$ cat src/rtl/wb_burst_master_if.sv
// Wishbone B3 bus bundle between the burst master and the SDRAM controller's
// Wishbone slave port.
//   master modport: drives cyc/stb/we/addr/dat_o/sel/cti, samples ack/dat_i
//   slave  modport: mirror image, used by the controller or a bus model
interface wb_burst_master_if #(
  parameter int AW = 26,
  parameter int DW = 32
);
  logic            wb_cyc_o;
  logic            wb_stb_o;
  logic            wb_we_o;
  logic [AW-1:0]   wb_addr_o;
  logic [DW-1:0]   wb_dat_o;
  logic [DW/8-1:0] wb_sel_o;
  logic [2:0]      wb_cti_o;
  logic            wb_ack_i;
  logic [DW-1:0]   wb_dat_i;

  modport master (
    output wb_cyc_o, wb_stb_o, wb_we_o, wb_addr_o, wb_dat_o, wb_sel_o, wb_cti_o,
    input  wb_ack_i, wb_dat_i
  );

  modport slave (
    input  wb_cyc_o, wb_stb_o, wb_we_o, wb_addr_o, wb_dat_o, wb_sel_o, wb_cti_o,
    output wb_ack_i, wb_dat_i
  );
endinterface

$ cat src/rtl/wb_burst_master.sv
// Wishbone B3 incrementing-burst master feeding the SDRAM controller.
// Turns a command (start address, beat count, direction) into one Wishbone
// burst: cti 010 on non-final beats, 111 on the final beat, 000 for a
// single-beat command. Write data is pulled through a one-entry holding
// register; read data is pushed out one cycle after each ack with no
// backpressure. A watchdog aborts a burst stalled for TIMEOUT cycles.
//
// Ports:
//   wb_clk_i, wb_rst_i        clock, asynchronous active-high reset
//   sdr_init_done             commands are held off until this is high
//   cmd_valid/cmd_ready       command handshake; cmd_we, cmd_addr, cmd_len
//                             (beats minus one) qualify it
//   wdata_valid/wdata_ready   write data stream, wdata
//   rdata_valid/rdata/rdata_last  read data stream, last beat flagged
//   done_o, err_o             end-of-burst pulse, error pulse on abort
//   wb                        Wishbone master port (wb_burst_master_if.master)
module wb_burst_master #(
  parameter int AW      = 26,
  parameter int DW      = 32,
  parameter int TIMEOUT = 1024
) (
  input  logic                wb_clk_i,
  input  logic                wb_rst_i,
  input  logic                sdr_init_done,
  input  logic                cmd_valid,
  output logic                cmd_ready,
  input  logic                cmd_we,
  input  logic [AW-1:0]       cmd_addr,
  input  logic [7:0]          cmd_len,
  input  logic                wdata_valid,
  output logic                wdata_ready,
  input  logic [DW-1:0]       wdata,
  output logic                rdata_valid,
  output logic [DW-1:0]       rdata,
  output logic                rdata_last,
  output logic                done_o,
  output logic                err_o,
  wb_burst_master_if.master   wb
);

  localparam int         BYTES       = DW / 8;
  localparam int         WDW         = $clog2(TIMEOUT + 1);
  localparam logic [2:0] CTI_CLASSIC = 3'b000;
  localparam logic [2:0] CTI_INCR    = 3'b010;
  localparam logic [2:0] CTI_END     = 3'b111;

  typedef enum logic [1:0] {IDLE, WR, RD} state_t;

  state_t         state, state_next;
  logic [AW-1:0]  addr;
  logic [7:0]     beats_left;   // acks still owed, minus one
  logic           single;       // command was a single beat
  logic [8:0]     fetch_left;   // write beats not yet pulled from the stream
  logic           hold_full;
  logic [DW-1:0]  hold_data;
  logic [WDW-1:0] wd_cnt;

  logic stb;
  logic ack;
  logic last_ack;
  logic wd_expire;
  logic cmd_fire;
  logic wdata_fire;

  always_comb begin
    // NOTE: every signal written here gets a default first, so no path can
    // leave it unassigned and infer a latch.
    state_next = state;
    cmd_ready  = 1'b0;
    stb        = 1'b0;
    unique case (state)
      IDLE: begin
        // Reset gates cmd_ready so nothing is accepted while reset is held.
        cmd_ready = sdr_init_done && !wb_rst_i;
        if (cmd_valid && cmd_ready) state_next = cmd_we ? WR : RD;
      end
      RD:      stb = 1'b1;
      WR:      stb = hold_full;  // strobe only while a beat is staged
      default: state_next = IDLE;
    endcase

    // An ack while stb is low belongs to nobody and is ignored.
    ack       = stb && wb.wb_ack_i;
    last_ack  = ack && (beats_left == 8'd0);
    wd_expire = stb && !wb.wb_ack_i && (wd_cnt == WDW'(TIMEOUT - 1));
    if (last_ack || wd_expire) state_next = IDLE;

    // The staged beat can be replaced in the same cycle it is acked, which
    // keeps back-to-back write beats stall-free.
    wdata_ready = (state == WR) && (!hold_full || ack) && (fetch_left != 9'd0);
  end

  assign cmd_fire   = cmd_valid && cmd_ready;
  assign wdata_fire = wdata_valid && wdata_ready;

  // Bus outputs are decoded from registers only; cyc falls straight from the
  // asynchronous state reset.
  assign wb.wb_cyc_o  = (state != IDLE);
  assign wb.wb_stb_o  = stb;
  assign wb.wb_we_o   = (state == WR);
  assign wb.wb_addr_o = addr;
  assign wb.wb_dat_o  = hold_data;
  assign wb.wb_sel_o  = {BYTES{wb.wb_cyc_o}};
  // beats_left only moves on an ack, so cti holds through a write data gap.
  assign wb.wb_cti_o  = (state == IDLE || single) ? CTI_CLASSIC :
                        (beats_left == 8'd0)      ? CTI_END     : CTI_INCR;

  always_ff @(posedge wb_clk_i or posedge wb_rst_i) begin
    // NOTE: sequential state uses non-blocking assignments so every flop
    // samples pre-edge values regardless of statement order.
    if (wb_rst_i) state <= IDLE;
    else          state <= state_next;
  end

  always_ff @(posedge wb_clk_i or posedge wb_rst_i) begin
    if (wb_rst_i) begin
      addr        <= '0;
      beats_left  <= '0;
      single      <= 1'b0;
      fetch_left  <= '0;
      hold_full   <= 1'b0;
      hold_data   <= '0;
      wd_cnt      <= '0;
      rdata       <= '0;
      rdata_valid <= 1'b0;
      rdata_last  <= 1'b0;
      done_o      <= 1'b0;
      err_o       <= 1'b0;
    end else begin
      rdata_valid <= 1'b0;
      rdata_last  <= 1'b0;
      done_o      <= 1'b0;
      err_o       <= 1'b0;

      if (cmd_fire) begin
        addr       <= cmd_addr;
        beats_left <= cmd_len;
        single     <= (cmd_len == 8'd0);
        fetch_left <= cmd_we ? (9'(cmd_len) + 9'd1) : 9'd0;
        hold_full  <= 1'b0;
      end

      // Address wraps modulo 2^AW by plain truncation.
      if (ack && !last_ack) begin
        addr       <= addr + AW'(BYTES);
        beats_left <= beats_left - 8'd1;
      end

      if (ack && state == RD) begin
        rdata       <= wb.wb_dat_i;
        rdata_valid <= 1'b1;
        rdata_last  <= last_ack;
      end

      if (wdata_fire) begin
        hold_data  <= wdata;
        hold_full  <= 1'b1;
        fetch_left <= fetch_left - 9'd1;
      end else if (ack) begin
        hold_full  <= 1'b0;
      end

      if (last_ack) done_o <= 1'b1;

      // Abort drops the staged beat; the stream side is not told.
      if (wd_expire) begin
        done_o    <= 1'b1;
        err_o     <= 1'b1;
        hold_full <= 1'b0;
      end

      if (!stb || ack || wd_expire) wd_cnt <= '0;
      else                          wd_cnt <= wd_cnt + WDW'(1);
    end
  end

endmodule
$ cat src/flat_wrapper.sv
// flat-port wrapper written by rule: the top's interface ports become plain ports
module wb_burst_master_flat 
#(
  parameter int AW      = 26,
  parameter int DW      = 32,
  parameter int TIMEOUT = 1024
)
  (wb_clk_i, wb_rst_i, sdr_init_done, cmd_valid, cmd_ready, cmd_we, cmd_addr, cmd_len, wdata_valid, wdata_ready, wdata, rdata_valid, rdata, rdata_last, done_o, err_o, wb_wb_cyc_o, wb_wb_stb_o, wb_wb_we_o, wb_wb_addr_o, wb_wb_dat_o, wb_wb_sel_o, wb_wb_cti_o, wb_wb_ack_i, wb_wb_dat_i);
  wb_burst_master_if #(.AW(AW), .DW(DW)) wb_i ();
  input  logic wb_clk_i;
  input  logic wb_rst_i;
  input  logic sdr_init_done;
  input  logic cmd_valid;
  output logic cmd_ready;
  input  logic cmd_we;
  input  logic [AW-1:0] cmd_addr;
  input  logic [7:0] cmd_len;
  input  logic wdata_valid;
  output logic wdata_ready;
  input  logic [DW-1:0] wdata;
  output logic rdata_valid;
  output logic [DW-1:0] rdata;
  output logic rdata_last;
  output logic done_o;
  output logic err_o;
  output wire logic [$bits(wb_i.wb_cyc_o)-1:0] wb_wb_cyc_o;
  output wire logic [$bits(wb_i.wb_stb_o)-1:0] wb_wb_stb_o;
  output wire logic [$bits(wb_i.wb_we_o)-1:0] wb_wb_we_o;
  output wire logic [$bits(wb_i.wb_addr_o)-1:0] wb_wb_addr_o;
  output wire logic [$bits(wb_i.wb_dat_o)-1:0] wb_wb_dat_o;
  output wire logic [$bits(wb_i.wb_sel_o)-1:0] wb_wb_sel_o;
  output wire logic [$bits(wb_i.wb_cti_o)-1:0] wb_wb_cti_o;
  input wire logic [$bits(wb_i.wb_ack_i)-1:0] wb_wb_ack_i;
  input wire logic [$bits(wb_i.wb_dat_i)-1:0] wb_wb_dat_i;
  assign wb_wb_cyc_o = wb_i.wb_cyc_o;
  assign wb_wb_stb_o = wb_i.wb_stb_o;
  assign wb_wb_we_o = wb_i.wb_we_o;
  assign wb_wb_addr_o = wb_i.wb_addr_o;
  assign wb_wb_dat_o = wb_i.wb_dat_o;
  assign wb_wb_sel_o = wb_i.wb_sel_o;
  assign wb_wb_cti_o = wb_i.wb_cti_o;
  assign wb_i.wb_ack_i = wb_wb_ack_i;
  assign wb_i.wb_dat_i = wb_wb_dat_i;
  wb_burst_master #(.AW(AW), .DW(DW), .TIMEOUT(TIMEOUT)) u_core (.wb_clk_i(wb_clk_i), .wb_rst_i(wb_rst_i), .sdr_init_done(sdr_init_done), .cmd_valid(cmd_valid), .cmd_ready(cmd_ready), .cmd_we(cmd_we), .cmd_addr(cmd_addr), .cmd_len(cmd_len), .wdata_valid(wdata_valid), .wdata_ready(wdata_ready), .wdata(wdata), .rdata_valid(rdata_valid), .rdata(rdata), .rdata_last(rdata_last), .done_o(done_o), .err_o(err_o), .wb(wb_i));
endmodule
$ cat config.mk
export PLATFORM = sky130hd
export DESIGN_NAME = wb_burst_master_flat
export DESIGN_NICKNAME = d
export VERILOG_FILES = /design/src/rtl/wb_burst_master_if.sv /design/src/rtl/wb_burst_master.sv /design/src/flat_wrapper.sv
export SDC_FILE = /design/constraint.sdc
export NUM_CORES = 1
export LEC_CHECK = 0
export ABC_AREA = 1
export CORE_ASPECT_RATIO = 2
export CORE_UTILIZATION = 40
export CTS_CLUSTER_SIZE = 8
export DETAILED_ROUTE_END_ITERATION = 7
export PLACE_DENSITY = 0.74
export SLEW_MARGIN = 10
export SYNTH_ARGS = -nofsm -noshare
export SYNTH_HDL_FRONTEND = slang
export SYNTH_SLANG_ARGS = --single-unit
$ cat constraint.sdc
create_clock -name wb_clk_i -period 4 [get_ports wb_clk_i]
set_input_delay 0.6 -clock wb_clk_i [delete_from_list [all_inputs] [get_ports wb_clk_i]]
set_output_delay 0.6 -clock wb_clk_i [all_outputs]
set_load 0.05 [all_outputs]
==> run_results.csv, run 1 <==
group,metric,value,unit
timing,maxSlewHeadroom,31.2,%
route,post_drt_wl_per_cell,14.3,um
grt,antenna_found_initial,0,
worst_setup_path,endpoint_kind,"primary output",
final_layout,drive_above_1_share,5.37,%
clocking,ctsHoldBuffers,0,
worst_setup_path,criticalPathCategory,"flop to primary output",
floorplan,die_w,90.9,um
worst_setup_path,crit_required,3.40,ns
route,vias,6094,
worst_hold_path,min_path_type,"primary input to asynchronous set/reset pin",
final_layout,instances_no_fill,1240,
route,routed_wl,17.7,mm
final_layout,fin_area,9160,sq um
clocking,post_cts.repair.setup_buffers,0,
floorplan,core_area,15400,sq um
timing,tns,0,ns
clocking,cts_sinks,126,
synth,ys_types,31,
floorplan,ios,211,
worst_setup_path,path_max_fanout,4,
timing,rsz0062_at_grt,"false",
placed_design,place_inst,1208,
run_status,status,"finished, final reports clean",
clocking,ctsResizeCount,0,
timing,layout_min_cycle_time,3.35,ns
synth,synth_edf_count,0,
synth,yosysSeqAreaShare,49.9,%
final_layout,area_delta_synth_final,44.9,%
synth,post-synth-top-count-cell,"nand2_1",
timing,finalCritPeriodShare,83.6,%
power,ir_drop,0.000400,V
floorplan,die_y,180,um
job,max-cap-violations,0,
clocking,numCtsBuffers,17,
clocking,h-tree-depth,4,
synth,ys_ff_latch,126,
synth,synth_top_area_share,49.9,%
clocking,ctsRootBufferMaster,"clkbuf_16",
synth,async_flop_share,100,%
worst_setup_path,critPathArrivalTime,2.75,ns
worst_setup_path,start_kind,"flop",
synth,synthTopCellsByArea,"dfrtp_1 (50%), nand2_1 (21%), nand3_1 (6.2%)",
route,detail-route-antenna-nets,0,
placed_design,io_buffers,210,
grt,grt_pass1_vias,5979,
timing,clock.fmax,299,MHz
synth,netlist_area,6320,sq um
route,drt_iter0_drc,232,
floorplan,start_util,41.1,%
grt,grt_pass1_wl,28.8,mm
floorplan,dieArea,16300,sq um
synth,syn_inst,823,
power,power.total,7.36,mW
timing,skew,0.0132,ns
route,drtPass1Iterations,5,
timing,setup_violations,0,
timing,worst_slew_pin_slew,1.03,ns
grt,grt_max_degree,77,
power,p_leak,4.35,nW
timing,drv_slew,0,
synth,syn_avg_cell_area,7.68,sq um
synth,ys.flop_type,"dfrtp_1",
route,viasPerCell,4.91,
clocking,cts.clk_slew.worst_paths,0.06,ns
grt,grt_usage,22.3,%
placed_design,dp_hpwl,12.7,mm
final_layout,final_nets,1143,
synth,yosysWarnings,0,
grt,grt-ovfl-total,0,
clocking,cts_tree,"built",
synth,synth_common_cells,"nand2_1 (354), dfrtp_1 (126), nand3_1 (78)",
floorplan,rows,64,
synth,synth_area_leader_cell,"dfrtp_1",
timing,finalHoldViolCount,0,
route,drc,0,
placed_design,placed_area,8530,sq um
final_layout,num_antenna_cells,0,
clocking,clock_latency,0.42,ns
power,pwr_density_cell,803,nW/um^2
placed_design,globalplace.congestion,0.863,
synth,synth_nets,937,
clocking,clock_path_buffers,2,
[final timing paths]
kind / depth (start not counted) / slack (ns) / start / to
min in group wb_clk_i: 1 / 0.45 / u_core.fetch_left[0]$_DFFE_PP0P_ / u_core.fetch_left[0]$_DFFE_PP0P_
min reg2reg: 1 / 0.45 / u_core.fetch_left[0]$_DFFE_PP0P_ / u_core.fetch_left[0]$_DFFE_PP0P_
max in group asynchronous: 4 / 1.74 / wb_rst_i / u_core.wb.wb_dat_o[14]$_DFFE_PP0N_
min: 2 / 0.45 / wb_rst_i / u_core.beats_left[5]$_DFFE_PP0P_
max reg2reg: 10 / 1.47 / u_core.state[1]$_DFFE_PP0P_ / u_core.wb.wb_dat_o[25]$_DFFE_PP0N_
max: 7 / 0.65 / u_core.beats_left[0]$_DFFE_PP0P_ / wb_wb_cti_o[0]
[cells in the final DEF (no fill, tap or decap), types with 4 or more instances in the layout]
cell / n
a21oi_1: 7
nor2_4: 4
xnor2_1: 4
nor3_1: 11
clkbuf_16: 17
nand2_1: 354
xor2_1: 7
o21ai_0: 17
bufinv_16: 4
clkinvlp_4: 4
nor2_1: 58
ha_1: 9
nor2_2: 7
clkinv_4: 4
inv_1: 67
nand4_1: 13
nand2_2: 4
dfrtp_1: 126
o211ai_1: 12
nand3b_1: 5
buf_4: 5
nand3_1: 78
clkdlybuf4s50_1: 210
[worst max-delay path, stage by stage, from the launching register on]
cell and delay, ns:
dfrtp_1 0.39, inv_1 0.10, ha_1 0.21, nand3_1 0.13
nor2_2 0.23, inv_1 0.12, nor3_1 0.28, clkdlybuf4s50_1 0.87
[cell families after synthesis]
family                   Yosys count  share of synthesized area, %
AND/OR/NAND/NOR                  540                          36.0
flip-flops                       126                          49.9
buffers and inverters             97                          7.03
AO/OA/AOI/OAI                     40                          3.80
XOR/XNOR                          11                          1.52
adder cells (fa/ha/maj)            9                          1.78
[stage by stage]
| step | hold slack [ns] | utilization, % | worst slack [ns] |
|---|---|---|---|
| floorplan | 0.425 | - | 0.339 |
| global placement | 0.440 | 55.5 | 1.01 |
| detailed placement | 0.444 | 55.5 | 1.00 |
| CTS | 0.441 | 59.6 | 0.654 |
| global route | 0.454 | 59.6 | 0.431 |
| finish | 0.445 | 59.6 | 0.655 |
[sequential cells by signal, summed over array words and instances (netlist names), 2 cells and up]
signal / cells
u_core.beats_left: 8
u_core.fetch_left: 9
u_core.rdata: 32
u_core.state: 2
u_core.wb.wb_addr_o: 26
u_core.wb.wb_dat_o: 32
u_core.wd_cnt: 11
[area by class of cell]
class | instances | area (sq um)
Fill cell | 1417 | 6220
Sequential cell | 126 | 3150
Multi-Input combinational cell | 600 | 2720
Timing Repair Buffer | 215 | 2140
Clock buffer | 20 | 447
Inverter | 69 | 263
Tap cell | 198 | 248
Clock inverter | 12 | 186
[power by group]
part / internal, mW / switching, mW
Clock: 1.07 / 0.593
Sequential: 1.75 / 0.394
Combinational: 1.19 / 2.37
Total: 4.00 / 3.35
[per-layer routing]
layer	up-vias	GRT usage, %	wire (um)
met5	-	0	0
met4	0	10.5	605
met3	44	5.50	975
met2	215	41.1	9740
met1	2835	23.2	6400
li1	3000	-	-
Power figures use the tool's default switching activity.
==> run 2: changes to the inputs <==
clock period = 2.9 ns   (was 4 ns; I/O delays follow)
==> run_results.csv, run 2 (synthesized netlist as in run 1, its figures left out) <==
group,metric,value,unit
route,post_drt_wl_per_cell,15.0,um
worst_setup_path,crit_required,2.47,ns
worst_setup_path,start_kind,"flop",
final_layout,num_antenna_cells,0,
clocking,h-tree-depth,4,
timing,maxSlewHeadroom,54.7,%
route,routed_wl,18.6,mm
clocking,ctsRootBufferMaster,"clkbuf_16",
timing,worst_slew_pin_slew,0.680,ns
timing,finalCritPeriodShare,94.0,%
floorplan,core_area,15400,sq um
final_layout,final_nets,1145,
route,vias,6094,
floorplan,dieArea,16300,sq um
grt,antenna_found_initial,0,
route,drtPass1Iterations,5,
grt,grt-ovfl-total,0,
timing,finalHoldViolCount,0,
worst_setup_path,path_max_fanout,6,
grt,grt_pass1_vias,6067,
floorplan,ios,211,
final_layout,mostFrequentLayoutCells,"nand2_1 (353), clkdlybuf4s50_1 (206), dfrtp_1 (126), nand3_1 (78), inv_1 (66)",
floorplan,die_y,180,um
power,pwr_density_cell,1100,nW/um^2
route,drc,0,
timing,skew,0.0175,ns
final_layout,area_delta_synth_final,44.8,%
floorplan,die_w,90.9,um
floorplan,rows,64,
grt,grt_usage,23.8,%
worst_setup_path,endpoint_kind,"primary output",
timing,setup_violations,0,
timing,tns,0,ns
floorplan,start_util,41.1,%
power,p_leak,4.36,nW
route,viasPerCell,4.91,
clocking,ctsResizeCount,0,
timing,rsz0062_at_grt,"false",
route,drt_iter0_drc,331,
clocking,cts.clk_slew.worst_paths,0.06,ns
grt,grt_max_degree,127,
clocking,cts_tree,"built",
clocking,clock_path_buffers,2,
timing,layout_setup_ws,0.175,ns
clocking,numCtsBuffers,17,
final_layout,final_common_cell,"nand2_1",
job,max-cap-violations,0,
worst_hold_path,min_path_type,"flop to flop",
route,detail-route-antenna-nets,0,
power,ir_drop,0.000615,V
clocking,ctsHoldBuffers,0,
run_status,status,"finished, final reports clean",
grt,grt_pass1_wl,30.5,mm
worst_setup_path,critPathArrivalTime,2.29,ns
timing,clock.fmax,367,MHz
placed_design,dp_hpwl,13.4,mm
timing,layout_min_cycle_time,2.72,ns
placed_design,globalplace.congestion,0.917,
timing,drv_slew,0,
final_layout,drive_above_1_share,6.32,%
placed_design,io_buffers,210,
placed_design,place_ws,0.467,ns
worst_setup_path,criticalPathCategory,"flop to primary output",
clocking,post_cts.repair.setup_buffers,0,
clocking,cts_sinks,126,
clocking,clock_latency,0.42,ns
==> run 2: metal layers <==
metal / wire length [um] / track usage, % / up-vias
met5: 0 / 0 / -
met4: 851 / 13.1 / 0
met3: 682 / 3.64 / 58
met2: 10200 / 44.4 / 196
met1: 6870 / 25.1 / 2825
li1: - / - / 3015
==> run 2: path summary, 6_finish.rpt <==
kind,startpoint,slack [ns],endpoint,depth (start not counted)
max in group asynchronous,wb_rst_i,1.73,u_core.wd_cnt[1]$_DFF_PP0_,3
min reg2reg,u_core.fetch_left[0]$_DFFE_PP0P_,0.44,u_core.fetch_left[0]$_DFFE_PP0P_,1
max,u_core.state[1]$_DFFE_PP0P_,0.18,wb_wb_stb_o,7
min,u_core.fetch_left[0]$_DFFE_PP0P_,0.44,u_core.fetch_left[0]$_DFFE_PP0P_,1
min in group asynchronous,wb_rst_i,0.68,u_core.hold_full$_DFFE_PP0P_,3
max reg2reg,u_core.state[1]$_DFFE_PP0P_,0.59,u_core.wb.wb_dat_o[10]$_DFFE_PP0N_,11
==> run 2: power by group <==
group	internal, mW	switching [mW]	leakage, nW
Combinational	1.65	3.29	2.43
Sequential	2.41	0.548	1.65
Clock	1.30	0.839	0.288
==> run 2: cell type report <==
cell class,count,area [sq um]
multi-input combinational,600,2730
fill,1395,6220
timing repair buffer,217,2170
tap,198,248
sequential,126,3150
inverter,69,263
clock buffer,18,439
clock inverter,14,155
==> run 2: metrics by stage <==
step | hold WS (ns) | cells | total power, mW | area [sq um] | utilization (%)
after floorplan | 0.425 | 823 | 6.21 | 6340 | -
after global placement | 0.433 | 1210 | 7.87 | 8560 | 55.7
after detailed placement | 0.439 | 1210 | 7.93 | 8560 | 55.7
after CTS | 0.447 | 1242 | 10.1 | 9150 | 59.5
after global routing | 0.459 | 1242 | 10.6 | 9150 | 59.5
final | 0.443 | 1242 | 10.0 | 9150 | 59.5
==> run 2: worst max-delay path, stage by stage, from the launching register on <==
cell and delay (ns):
dfrtp_1 0.38, inv_1 0.10, ha_1 0.26, nand2_1 0.09
nand2_2 0.08, nand2_1 0.09, inv_1 0.06, clkdlybuf4s50_1 0.81
==> run 3: changes to the inputs <==
CELL_PAD_IN_SITES_DETAIL_PLACEMENT = 2   (was not set)
CELL_PAD_IN_SITES_GLOBAL_PLACEMENT = 2   (was not set)
CORE_UTILIZATION = 23   (was 40)
PLACE_DENSITY = 0.73   (was 0.74)
==> run_results.csv, run 3 (synthesized netlist as in run 1, its figures left out) <==
group,metric,value,unit
final_layout,final_nets,1147,
power,ir_drop,0.000484,V
run_status,status,"finished, final reports clean",
floorplan,die_y,236,um
route,post_drt_wl_per_cell,17.8,um
clocking,ctsRootBufferMaster,"clkbuf_16",
power,p_leak,4.37,nW
route,viasPerCell,4.51,
worst_setup_path,path_max_fanout,4,
timing,worst_slew_pin_slew,0.846,ns
route,drt_iter0_drc,99,
grt,grt_max_degree,127,
clocking,cts_tree,"built",
timing,drv_slew,0,
route,routed_wl,24.9,mm
floorplan,rows,85,
final_layout,area_delta_synth_final,48.0,%
worst_setup_path,critPathArrivalTime,2.26,ns
worst_setup_path,crit_required,2.47,ns
route,vias,6297,
timing,clock.fmax,370,MHz
final_layout,fill_cells,3098,
placed_design,globalplace.congestion,0.762,
clocking,clock_latency,0.45,ns
grt,antenna_found_initial,1,
route,detail-route-antenna-nets,0,
grt,grt_pass1_vias,7134,
worst_setup_path,endpoint_kind,"primary output",
clocking,h-tree-depth,4,
final_layout,fin_area,9360,sq um
timing,skew,0.0117,ns
timing,whs,0.464,ns
worst_setup_path,slowest_delay,0.39,ns
worst_setup_path,criticalPathCategory,"flop to primary output",
route,drtPass1Iterations,4,
final_layout,final_common_cell,"nand2_1",
timing,maxSlewHeadroom,43.6,%
timing,finalHoldViolCount,0,
floorplan,start_util,23.5,%
floorplan,die_w,119,um
clocking,cts.clk_slew.worst_paths,0.06,ns
timing,setup_violations,0,
floorplan,core_area,26900,sq um
power,pwr_density_cell,1080,nW/um^2
placed_design,dp_hpwl,18.7,mm
placed_design,io_buffers,210,
clocking,cts_sinks,126,
timing,layout_min_cycle_time,2.70,ns
clocking,ctsHoldBuffers,0,
floorplan,ios,211,
clocking,clock_path_buffers,2,
floorplan,dieArea,28200,sq um
final_layout,drive_above_1_share,6.21,%
worst_setup_path,cp_cell_sequence,"inv_1, ha_1, nand3_1, nor2_2, inv_1, nor3_1, buf_4, buf_12",
route,drc,0,
grt,grt-ovfl-total,0,
final_layout,mostFrequentLayoutCells,"nand2_1 (353), clkdlybuf4s50_1 (205), dfrtp_1 (126), nand3_1 (78), inv_1 (66)",
worst_setup_path,start_kind,"flop",
timing,rsz0062_at_grt,"false",
timing,finalCritPeriodShare,93.1,%
job,max-cap-violations,0,
worst_setup_path,cp_slowest_cell,"dfrtp_1",
worst_setup_path,cp_common_cell,"inv_1",
grt,grt_pass1_wl,39.2,mm
worst_hold_path,min_path_type,"flop to flop",
clocking,numCtsBuffers,17,
placed_design,placed_area,8800,sq um
grt,grt_usage,18.6,%
run 3: worst paths after layout:
check,endpoint,slack [ns],start,depth (start not counted)
max in group asynchronous,u_core.wb.wb_dat_o[26]$_DFFE_PP0N_,1.67,wb_rst_i,3
worst max register to register,u_core.wb.wb_addr_o[11]$_DFFE_PP0P_,0.51,u_core.beats_left[0]$_DFFE_PP0P_,9
worst min register to register,u_core.fetch_left[0]$_DFFE_PP0P_,0.46,u_core.fetch_left[0]$_DFFE_PP0P_,1
worst max-delay path,wb_wb_cti_o[2],0.20,u_core.beats_left[0]$_DFFE_PP0P_,8
worst min-delay path,u_core.fetch_left[0]$_DFFE_PP0P_,0.46,u_core.fetch_left[0]$_DFFE_PP0P_,1
min in group asynchronous,u_core.done_o$_DFF_PP0_,0.51,wb_rst_i,3
run 3: metal layers:
layer	vias to the layer above	track usage [%]	routed length, um
li1	2999	-	-
met1	3112	16.7	8250
met4	0	9.28	851
met2	146	37.9	15000
met5	-	0	0
met3	40	3.48	793
run 3: area by class of cell:
cell class	instances	area, sq um	share of cell area, %
Antenna cell	1	2.50	0.0267
Clock buffer	22	464	4.96
Clock inverter	10	88.8	0.949
Inverter	69	263	2.81
Multi-Input combinational cell	600	2730	29.1
Sequential cell	126	3150	33.7
Tap cell	348	435	4.65
Timing Repair Buffer	219	2220	23.8
run 3: stage by stage:
stage	TNS (ns)	total power [mW]	setup slack, ns	utilization (%)	std cells
detailed placement	0	8.13	0.337	32.7	1362
floorplan	-25.62	6.21	-0.587	-	823
global placement	0	8.01	0.432	32.7	1362
CTS	0	10.3	0.0742	34.8	1394
global route	0	10.7	0.0115	34.8	1395
finish	0	10.1	0.200	34.8	1395
run 3: what timing repair did:
| item | 4_1_cts | 5_1_grt |
|---|---|---|
| endpoints found under the setup margin | 0 | 1 |
| resized for setup | 0 | 1 |
| setup buffers | 0 | 0 |
run 3: worst max-delay path: cells and delay by family, from the launching register on:
family | cells | cell delay (ns)
buffers and inverters | 4 | 0.62
and+or+nand+nor | 3 | 0.59
DFF | 1 | 0.39
adders and majority gates | 1 | 0.20
run 3: report_power, final:
group          switching [mW]  internal, mW  leakage [nW]
clock network           0.867          1.22         0.262
registers               0.589          2.41          1.65
logic                    3.39          1.66          2.47
